**config.mk**
```make
export PLATFORM = sky130hd
export DESIGN_NAME = ghr_spec
export DESIGN_NICKNAME = d
export VERILOG_FILES = /design/src/rtl/ghr_pkg.sv /design/src/rtl/ghr_ckpt_fifo.sv /design/src/rtl/ghr_spec.sv
export SDC_FILE = /design/constraint.sdc
export NUM_CORES = 1
export LEC_CHECK = 0
export ABC_AREA = 1
export CORE_UTILIZATION = 45
export CTS_CLUSTER_SIZE = 25
export DETAILED_ROUTE_END_ITERATION = 10
export HOLD_SLACK_MARGIN = 0.08
export MAX_ROUTING_LAYER = met4
export PLACE_DENSITY = 0.78
export SYNTH_ARGS = -nofsm -noshare
export SYNTH_HDL_FRONTEND = slang
export SYNTH_SLANG_ARGS = --single-unit
```
**constraint.sdc**
```tcl
create_clock -name i_clk -period 2.7 [get_ports i_clk]
set_input_delay 0.675 -clock i_clk [delete_from_list [all_inputs] [get_ports i_clk]]
set_output_delay 0.675 -clock i_clk [all_outputs]
set_load 0.005 [all_outputs]
```
**src/rtl/ghr_pkg.sv**
```systemverilog
// ghr_pkg: shared widths, history type and next-state selector for the speculative GHR
package ghr_pkg;
  localparam int GHR_W_DEF = 10;
  localparam int CKPT_DEPTH_DEF = 4;
  typedef logic [GHR_W_DEF-1:0] ghr_t;
  typedef enum logic [1:0] {GHR_HOLD, GHR_SHIFT, GHR_RESTORE} ghr_op_e;
endpackage

```
**src/rtl/ghr_ckpt_fifo.sv**
```systemverilog
// ghr_ckpt_fifo: in-order snapshot queue with flush; power-of-two depth so pointers wrap naturally
module ghr_ckpt_fifo
  import ghr_pkg::*;
#(
  parameter int W = GHR_W_DEF,
  parameter int DEPTH = CKPT_DEPTH_DEF
) (
  input  logic                           i_clk,
  input  logic                           i_reset,
  input  logic                           push,
  input  logic                           pop,
  input  logic                           flush,
  input  logic [W-1:0]                   push_data,
  output logic [W-1:0]                   head_data,
  output logic [$clog2(DEPTH+1)-1:0]     count,
  output logic                           full
);
  localparam int PW = $clog2(DEPTH);
  localparam int CW = $clog2(DEPTH+1);
  logic [W-1:0]  mem_q [DEPTH];
  logic [PW-1:0] head_q, head_d, tail_q, tail_d;
  logic [CW-1:0] count_q, count_d;
  always_comb begin
    head_d  = flush ? '0 : pop ? head_q + PW'(1) : head_q;
    tail_d  = flush ? '0 : push ? tail_q + PW'(1) : tail_q;
    count_d = flush ? '0 : count_q + CW'(push) - CW'(pop);
  end
  always_ff @(posedge i_clk or negedge i_reset) begin
    if (!i_reset) begin
      head_q  <= '0;
      tail_q  <= '0;
      count_q <= '0;
    end else begin
      head_q  <= head_d;
      tail_q  <= tail_d;
      count_q <= count_d;
    end
  end
  // Snapshot storage needs no reset: entries are only read after being written.
  always_ff @(posedge i_clk) begin
    if (push) mem_q[tail_q] <= push_data;
  end
  assign head_data = mem_q[head_q];
  assign count     = count_q;
  assign full      = count_q == CW'(DEPTH);
endmodule

```
**src/rtl/ghr_spec.sv**
```systemverilog
// ghr_spec: speculative global history with checkpoint recovery; GHR_COMMIT_EN adds o_ghr_commit
module ghr_spec
  import ghr_pkg::*;
#(
  parameter int GHR_W = GHR_W_DEF,
  parameter int CKPT_DEPTH = CKPT_DEPTH_DEF
) (
  input  logic                               i_clk,
  input  logic                               i_reset,
  input  logic                               i_pred_valid,
  input  logic                               i_pred_taken,
  output logic                               o_pred_ready,
  input  logic                               i_res_valid,
  input  logic                               i_res_taken,
  input  logic                               i_res_mispred,
  output logic [GHR_W-1:0]                   o_ghr,
  output logic [GHR_W-1:0]                   o_ghr_next,
  output logic [$clog2(CKPT_DEPTH+1)-1:0]    o_count
`ifdef GHR_COMMIT_EN
  ,
  output logic [GHR_W-1:0]                   o_ghr_commit
`endif
);
  logic [GHR_W-1:0] ghr_q, ghr_d, head_data;
  logic pred_fire, res_fire, mispred, full;
  ghr_op_e op;
  ghr_ckpt_fifo #(.W(GHR_W), .DEPTH(CKPT_DEPTH)) u_fifo (
    .i_clk     (i_clk),
    .i_reset   (i_reset),
    .push      (pred_fire),
    .pop       (res_fire & ~i_res_mispred),
    .flush     (mispred),
    .push_data (ghr_q),
    .head_data (head_data),
    .count     (o_count),
    .full      (full)
  );
  // A mispredict anywhere in the cycle makes the same-cycle fetch wrong-path.
  always_comb begin
    pred_fire = i_pred_valid & o_pred_ready & ~(i_res_valid & i_res_mispred);
    res_fire  = i_res_valid & (o_count != '0);
    mispred   = res_fire & i_res_mispred;
    op        = mispred ? GHR_RESTORE : pred_fire ? GHR_SHIFT : GHR_HOLD;
    ghr_d     = op == GHR_RESTORE ? {head_data[GHR_W-2:0], i_res_taken}
              : op == GHR_SHIFT   ? {ghr_q[GHR_W-2:0], i_pred_taken} : ghr_q;
  end
  always_ff @(posedge i_clk or negedge i_reset) begin
    if (!i_reset) ghr_q <= '0;
    else          ghr_q <= ghr_d;
  end
  assign o_pred_ready = ~full;
  assign o_ghr        = ghr_q;
  assign o_ghr_next   = ghr_d;
`ifdef GHR_COMMIT_EN
  logic [GHR_W-1:0] commit_q, commit_d;
  always_comb commit_d = res_fire ? {commit_q[GHR_W-2:0], i_res_taken} : commit_q;
  always_ff @(posedge i_clk or negedge i_reset) begin
    if (!i_reset) commit_q <= '0;
    else          commit_q <= commit_d;
  end
  assign o_ghr_commit = commit_q;
`endif
endmodule

```
==> results.json, run 1 <==
{
  "critPathLaunchType": "primary input",
  "worst_skew_pair.late_latency_ps": 310,
  "drv_cap": 0,
  "grt_pass1_wl_microns": 9094,
  "regArea_sq_mm": 0.001506,
  "min_period_ps": 2625,
  "drc": 0,
  "synth_area_sq_mm": 0.002401,
  "yosysMostFrequentCell": "nand2_1",
  "synth.avg_cell_area_sq_um": 10.22,
  "tns_ps": 0,
  "die_h_microns": 75.05,
  "yosys.area.top_type": "edfxtp_1",
  "n_fill_cell": 413,
  "cp-end-kind": "output pin",
  "power.leakage_nw": 1.442,
  "critPathKind": "in -> out",
  "path_delay_family": "buffers and inverters",
  "synth_top_area_share": 0.4502,
  "max-vdd-ir-drop_mv": 0.6687,
  "vias_per_cell": 5.221,
  "initial_core_util": 0.4701,
  "grt_pass1_vias": 1972,
  "rsz0062_at_grt": "no",
  "dp.cells": 342,
  "setup_violations": 0,
  "synth_nets": 249,
  "holdCritPathClass": "reg -> reg",
  "cts_sinks": 53,
  "yosysWarnings": 0,
  "ctsHoldBuffers": 0,
  "path_max_fanout": 4,
  "dp_worst_setup_slack_ps": -297.9,
  "worstPathArrival_ps": 1950,
  "antenna_left": 0,
  "ios": 31,
  "cts_tree": "yes",
  "crit_slowest_cell": "dlygate4sd2_1",
  "total_power_w": 0.003480,
  "antenna_found_initial": 0,
  "gr-total-overflow": 0,
  "drive_above_1_share": 0.2387,
  "cts_buffer_depth": 2,
  "die_area_sq_mm": 0.005632,
  "area_growth_pct": 31.53,
  "period_share": 0.9722,
  "cts_root_buffer": "clkbuf_8",
  "nNetsFinal": 323,
  "clk_pin_slew_ps": 80,
  "hold_violations": 0,
  "cellPowerDensity_mw_per_mm2": 1102,
  "worst_slack_ps": 75.12,
  "synth_area_leaders": "edfxtp_1, dfrtp_1, nand2_1, nand3_1, inv_1",
  "antennaDiodeCount": 0,
  "slowest_delay_ps": 280,
  "slew_headroom": 0.7519,
  "synth_edf_count": 36,
  "synth-seq-area-share": 0.6274,
  "synth-seq-cells": 53,
  "vias": 1984,
  "synthDistinctLibCells": 21,
  "first_pass_iters": 5,
  "syn_inst": 235,
  "drtIter0Drc": 156,
  "ys.flop_type": "edfxtp_1",
  "crit_buf_inv": 3,
  "die_w_microns": 75.05,
  "multi_input_area_sq_um": 753.2,
  "path_cells": "dlygate4sd2_1 > a21oi_4 > nand2_4 > buf_4 > nand2_1 > nand3_1 > nand2_2 > clkdlybuf4s15_1",
  "grt_max_degree": 20,
  "layoutNonFillerInstCount": 380,
  "cts_buffers": 5,
  "fmax_mhz": 381.0,
  "synth_top_cells_by_count": "nand2_1, nand3_1, edfxtp_1",
  "routedWlPerCell_microns": 15.45,
  "required_ps": 2030,
  "worst_slew_pin_slew_ps": 370.8,
  "port_buffers": 30,
  "run_status": "finished, final reports clean",
  "place_hpwl_microns": 3500,
  "place.gp.congestion": 0.8875,
  "routed_wl_microns": 5870,
  "htree_levels": 2,
  "slew_viol_final": 0,
  "fp.coreArea_sq_mm": 0.005107,
  "finalClockSkew_ps": 6.640,
  "async_flop_share": 0.3208,
  "row_count": 26,
  "grt_usage": 0.2370
}
-- path summary, 6_finish.rpt --
path | depth (start not counted) | endpoint | startpoint | slack, ps
worst max-delay path | 8 | o_ghr_next[1] | i_res_valid | 80
worst min-delay path | 0 | u_fifo.mem_q[3][6] | o_ghr[6] | 560
worst max register to register | 16 | o_ghr[8] | u_fifo.count[1] | 180
worst min register to register | 0 | u_fifo.mem_q[3][6] | o_ghr[6] | 560
max in group asynchronous | 2 | o_ghr[2] | i_reset | 1800
min in group asynchronous | 2 | o_ghr[0] | i_reset | 690
-- layout make-up --
| type | count | share of cell area |
|---|---|---|
| clock buffers | 8 | 0.02853 |
| repair buffers | 75 | 0.1929 |
| well taps | 70 | 0.02773 |
| inverters | 29 | 0.03526 |
| flip-flops and latches | 53 | 0.4770 |
| multi-input cells | 145 | 0.2385 |
-- state kept, by name, indices dropped and copies added, names as in the netlist --
register	count
o_ghr	10
u_fifo.tail_q	2
u_fifo.mem_q	36
u_fifo.head_q	2
u_fifo.count	3
-- cell usage in the layout, fill, tap and decap left out, drive strengths merged, types with 2 or more instances in the layout --
cell type	n
ha	6
nand2	73
dfrtp	17
clkinv	2
inv	27
nand3	50
clkdlybuf4s15	2
o21ai	2
buf	53
edfxtp	36
clkbuf	8
clkdlybuf4s50	17
dlygate4sd2	3
nor2	10
-- logic make-up after synthesis --
kind of cell | count (synthesis) | share of synthesized area
compound gates | 3 | 0.007813
xor+xnor | 2 | 0.007297
fa+ha+maj | 7 | 0.03960
buf+inv | 38 | 0.07400
flops | 53 | 0.6274
simple gates | 132 | 0.2439
-- power by group --
group | internal [W] | total, W | switching (W)
Combinational | 0.000803 | 0.00166 | 0.000857
Clock | 0.000209 | 0.000445 | 0.000236
Sequential | 0.00118 | 0.00138 | 0.000199
-- stage by stage --
stage	util	instance area, sq um	hold WS (ps)
6_report	0.6183	3158	562.6
5_1_grt	0.6183	3158	576.8
4_1_cts	0.6147	3139	555.9
3_5_place_dp	0.5561	2840	531.5
3_3_place_gp	0.5561	2840	520.8
2_1_floorplan	-	2401	379.4
-- layer usage --
layer  share of wire  vias up  global-route usage
met1            0.40      940              0.2771
li1                -      913                   -
met4           0.037        0              0.1468
met3           0.076       24             0.05489
met2            0.49      107              0.3714
met5               0        -                   -
-- worst reg2reg max path: cells and delay by family, from the launching register on --
kind                   cells  cell delay [ps]
AND/OR/NAND/NOR            6              770
buffers and inverters     10             1210
flip-flops                 1              460
-- timing repair --
| item | 4_1_cts | 5_1_grt |
|---|---|---|
| cloned | 2 | 0 |
| gates resized for setup | 50 | 3 |
| buffers inserted | 27 | 1 |
| endpoints found under the setup margin | 10 | 3 |
| pin swaps | 14 | 3 |
(Power assumes the default switching activity.)
==> inputs of run 2 (changes only) <==
--- a/config.mk
+++ b/config.mk
@@ -9,6 +9,7 @@
 export CORE_UTILIZATION = 45
 export CTS_CLUSTER_SIZE = 25
 export DETAILED_ROUTE_END_ITERATION = 10
+export GPL_TIMING_DRIVEN = 0
 export HOLD_SLACK_MARGIN = 0.08
 export MAX_ROUTING_LAYER = met4
 export PLACE_DENSITY = 0.78
==> results.json, run 2 (synthesis gave the netlist of run 1 again) <==
{
  "run_status": "finished, final reports clean",
  "port_buffers": 30,
  "setup_violations": 0,
  "n_fill_cell": 417,
  "hp-start": "o_ghr[6]",
  "antennaDiodeCount": 0,
  "placed_cell_area_sq_mm": 0.002789,
  "r2r_slack_ps": 460,
  "cellPowerDensity_mw_per_mm2": 1084,
  "routedWlPerCell_microns": 14.86,
  "postLayoutCoreUtil": 0.5796,
  "required_ps": 2030,
  "slew_headroom": 0.3920,
  "regArea_sq_mm": 0.001506,
  "nNetsFinal": 294,
  "hold_violations": 0,
  "cts_sinks": 53,
  "hold_depth": 0,
  "dp_worst_setup_slack_ps": -418.5,
  "period_share": 0.9724,
  "place.gp.congestion": 0.8266,
  "antenna_left": 0,
  "grt_max_degree": 18,
  "place_hpwl_microns": 3373,
  "power.leakage_nw": 1.310,
  "crit-reg2reg-launch": "u_fifo.count[1]",
  "htree_levels": 2,
  "worst_slew_pin_slew_ps": 908.6,
  "cts_tree": "yes",
  "die_area_sq_mm": 0.005632,
  "clk_pin_slew_ps": 90,
  "cp-end-kind": "output pin",
  "largest_reg_flops": 36,
  "rsz0062_at_grt": "no",
  "cts_root_buffer": "clkbuf_8",
  "r2r-end": "u_fifo.count[2]",
  "path_max_fanout": 10,
  "drv_cap": 0,
  "registers.top_by_ff_count": "u_fifo.mem_q",
  "worst_skew_pair.late_latency_ps": 300,
  "area_growth_pct": 23.29,
  "multi_input_area_sq_um": 752.0,
  "wl_met3_microns": 476,
  "drtIter0Drc": 114,
  "reg2reg_depth": 13,
  "gr-total-overflow": 0,
  "fp.coreArea_sq_mm": 0.005107,
  "min_period_ps": 2626,
  "die_w_microns": 75.05,
  "vias": 1754,
  "slew_viol_final": 0,
  "critPathLaunchType": "primary input",
  "layout_commonest_cell": "nand2_1",
  "row_count": 26,
  "wl_met2_microns": 2645,
  "vias_per_cell": 4.997,
  "total_power_w": 0.003210,
  "die_h_microns": 75.05,
  "grt_pass1_wl_microns": 7990,
  "finalClockSkew_ps": 7.578,
  "holdCritPathClass": "reg -> reg",
  "dp.cells": 335,
  "drc": 0,
  "mostFrequentLayoutCells": "nand2_1, nand3_1, edfxtp_1",
  "final_cell_area_sq_mm": 0.002960,
  "cts_buffer_depth": 2,
  "initial_core_util": 0.4701,
  "min_to": "u_fifo.mem_q[3][6]",
  "ios": 31,
  "drt-met1-wl_microns": 2039,
  "routed_wl_microns": 5215,
  "antenna_found_initial": 0,
  "first_pass_iters": 4,
  "grt_pass1_vias": 1639,
  "drive_above_1_share": 0.1708,
  "fmax_mhz": 380.9,
  "ctsHoldBuffers": 0,
  "cts_buffers": 5,
  "critPathKind": "in -> out",
  "max-vdd-ir-drop_mv": 0.5660,
  "layoutNonFillerInstCount": 351,
  "grt_usage": 0.2059,
  "worst_slack_ps": 74.42,
  "top_layer_used": "met4",
  "worstPathArrival_ps": 1950
}
## run 2: cell types whose count changed in the layout (fill, tap and decap cells not counted), moves of 2 or more
cell | previous run | this run
buf_4 | 41 | 7
dlygate4sd2_1 | 3 | 6
nand2_1 | 64 | 61
nand2_2 | 6 | 9
clkdlybuf4s15_1 | 2 | 0
clkinvlp_4 | 0 | 2
nand3_1 | 50 | 48
nand3_2 | 0 | 2
## run 2: routing by layer
| metal | track usage | vias up |
|---|---|---|
| li1 | - | 856 |
| met1 | 0.2671 | 813 |
| met2 | 0.3333 | 80 |
| met3 | 0.02811 | 5 |
| met4 | 0.07338 | 0 |
| met5 | - | - |
## run 2: cell type report
cell class / instances / share of cell area
Sequential cell: 53 / 0.5089
Multi-Input combinational cell: 144 / 0.2540
Timing Repair Buffer: 38 / 0.1154
Inverter: 29 / 0.03677
Tap cell: 70 / 0.02959
Buffer: 9 / 0.02578
Clock buffer: 6 / 0.02451
Clock inverter: 2 / 0.005072
## run 2: worst max path at each step
stage | from | end | slack, ps
final | i_res_mispred | o_ghr_next[3] | 70
after global routing | i_res_mispred | o_ghr_next[3] | 0.2
after CTS | i_pred_valid | o_ghr_next[0] | 0.7
after detailed placement | i_res_mispred | o_ghr_next[4] | -420
after global placement | i_res_mispred | o_ghr_next[4] | -390
after floorplan | i_res_valid | u_fifo.count[2] | 600
## run 2: through the flow
stage / hold WS, ps / setup TNS, ps
3_5_place_dp: 537.8 / -4072
2_1_floorplan: 379.4 / 0
3_3_place_gp: 523.6 / -3567
6_report: 557.2 / 0
4_1_cts: 555.7 / 0
5_1_grt: 579.0 / 0
## run 2: what timing repair did
item	CTS	global route
buffers inserted	8	0
pin swaps	6	7
endpoints found under the hold margin	0	0
resized for setup	33	11
setup endpoints to repair	10	10
## run 2: where the power goes
group	internal, W	total, W	switching (W)
logic	0.000628	0.00142	0.000793
clock network	0.000183	0.000429	0.000246
registers	0.00118	0.00136	0.000182
total	0.00199	0.00321	0.00122
## run 2: critical path, stage by stage
cell and delay, ps:
dlygate4sd2_1 290, nand2_1 100, clkinv_1 100, nand2_4 130, inv_2 70, buf_8 140, nand3_1 90, nand2_1 80
dlygate4sd2_1 270
==> inputs of run 3 (changes only) <==
--- a/config.mk
+++ b/config.mk
@@ -6,13 +6,13 @@
 export NUM_CORES = 1
 export LEC_CHECK = 0
 export ABC_AREA = 1
-export CORE_UTILIZATION = 45
+export CORE_UTILIZATION = 50
 export CTS_CLUSTER_SIZE = 25
 export DETAILED_ROUTE_END_ITERATION = 10
 export GPL_TIMING_DRIVEN = 0
 export HOLD_SLACK_MARGIN = 0.08
 export MAX_ROUTING_LAYER = met4
-export PLACE_DENSITY = 0.78
+export PLACE_DENSITY = 0.84
 export SYNTH_ARGS = -nofsm -noshare
 export SYNTH_HDL_FRONTEND = slang
 export SYNTH_SLANG_ARGS = --single-unit
==> results.json, run 3 (synthesis gave the netlist of run 1 again) <==
{
  "run_status": "finished with violations",
  "violations": "design-rule violations, negative setup slack",
  "path_max_fanout": 10,
  "required_ps": 2030,
  "dp.cells": 317,
  "port_buffers": 30,
  "drtIter0Drc": 150,
  "antenna_left": 0,
  "slew_headroom": 0.3921,
  "worst_slew_pin_slew_ps": 908.5,
  "min_period_ps": 2703,
  "fmax_mhz": 370.0,
  "grt_max_degree": 18,
  "die_area_sq_mm": 0.005083,
  "cts_root_buffer": "clkbuf_8",
  "first_pass_iters": 8,
  "grt_pass1_vias": 1644,
  "die_h_microns": 71.30,
  "cp_common_cell": "nand3_1",
  "cts_buffers": 5,
  "slew_viol_final": 0,
  "finalClockSkew_ps": 3.962,
  "cp-end-kind": "output pin",
  "path_delay_family": "buffers and inverters",
  "vias_per_cell": 5.281,
  "path_cells": "clkdlybuf4s50_1 > inv_1 > a21oi_4 > buf_6 > nand3_1 > nand3_1 > nand2_1 > dlygate4sd2_1",
  "regArea_sq_mm": 0.001506,
  "vias": 1748,
  "critPathKind": "in -> out",
  "worst_skew_pair.late_latency_ps": 310,
  "gr-total-overflow": 0,
  "antennaDiodeCount": 0,
  "drive_above_1_share": 0.1541,
  "registers.top_by_ff_count": "u_fifo.mem_q",
  "row_count": 24,
  "routedWlPerCell_microns": 15.89,
  "total_power_w": 0.003373,
  "worstPathArrival_ps": 2030,
  "cts_tree": "yes",
  "rsz0062_at_grt": "yes",
  "place_hpwl_microns": 3377,
  "cellPowerDensity_mw_per_mm2": 1151,
  "crit_slowest_cell": "clkdlybuf4s50_1",
  "whs_ps": 551.2,
  "tns_ps": -2.731,
  "place.gp.congestion": 0.8625,
  "worst_slack_ps": -2.731,
  "max-vdd-ir-drop_mv": 0.6516,
  "power.leakage_nw": 1.315,
  "crit_buf_inv": 4,
  "n_fill_cell": 360,
  "antenna_found_initial": 0,
  "grt_usage": 0.2370,
  "fp.coreArea_sq_mm": 0.004474,
  "die_w_microns": 71.30,
  "drc": 3,
  "multi_input_area_sq_um": 739.5,
  "nNetsFinal": 292,
  "largest_reg_flops": 36,
  "layout_commonest_cell": "nand2_1",
  "htree_levels": 2,
  "slowest_delay_ps": 450,
  "routed_wl_microns": 5260,
  "drv_cap": 0,
  "setup_violations": 1,
  "hold_violations": 0,
  "layoutNonFillerInstCount": 331,
  "placed_cell_area_sq_mm": 0.002766,
  "cts_buffer_depth": 2,
  "initial_core_util": 0.5366,
  "clk_pin_slew_ps": 90,
  "area_growth_pct": 22.09,
  "cts_sinks": 53,
  "holdCritPathClass": "reg -> reg",
  "period_share": 1.001,
  "grt_pass1_wl_microns": 8383,
  "ios": 31,
  "final_cell_area_sq_mm": 0.002932,
  "critPathLaunchType": "primary input",
  "mostFrequentLayoutCells": "nand2_1, nand3_1, edfxtp_1"
}
[run 3: final timing paths]
kind | to | startpoint | cells past startpoint | slack, ps
hold reg to reg | u_fifo.mem_q[0][0] | o_ghr[0] | 0 | 550
setup / recovery | o_ghr_next[5] | i_pred_valid | 8 | -3
min in group asynchronous | u_fifo.tail_q[0] | i_reset | 1 | 860
hold / removal | u_fifo.mem_q[0][0] | o_ghr[0] | 0 | 550
setup reg to reg | u_fifo.count[2] | u_fifo.count[1] | 13 | 450
max in group asynchronous | o_ghr[3] | i_reset | 1 | 1290
[run 3: power breakdown]
part           internal, W  switching [W]
Sequential         0.00118       0.000185
Combinational     0.000605       0.000783
Clock             0.000368       0.000255
[run 3: per-layer routing]
metal  track usage  vias up  wire length, microns
met1        0.2980      806                  2182
met3       0.05767       11                   397
met5             -        -                     0
li1              -      855                     -
met4        0.1067        0                   106
met2        0.3672       76                  2575
[run 3: area by class of cell]
class | instances | share of cell area
tap | 52 | 0.02219
clock buffer | 5 | 0.02347
clock inverter | 3 | 0.02219
sequential | 53 | 0.5139
multi-input combinational | 144 | 0.2522
inverter | 29 | 0.03713
buffer | 9 | 0.02604
timing repair buffer | 36 | 0.1029
[run 3: worst reg2reg max path, stage by stage (launching register included)]
cell     delay (ps)
dfrtp_1         460
nor2_4          150
nand2_2          80
nand2_1         150
nor2_1           60
ha_1            270
inv_1            60
ha_1            130
inv_1            50
fa_1            370
xnor2_1         200
nand2_1          80
nand2_1          60
nor2_1           30
[run 3: timing repair]
action                     CTS  global route
pin swaps                    6             2
gates resized for setup     23            13
hold buffers                 0             0
setup buffers                3             3
setup endpoints to repair   10            10
hold endpoints to repair     0             0
[run 3: stage by stage]
stage / setup WS, ps / utilization
after floorplan: 603.5 / -
after global routing: -76.64 / 0.6552
after global placement: -386.7 / 0.6183
final: -2.731 / 0.6552
after CTS: -5.161 / 0.6560
after detailed placement: -388.5 / 0.6183
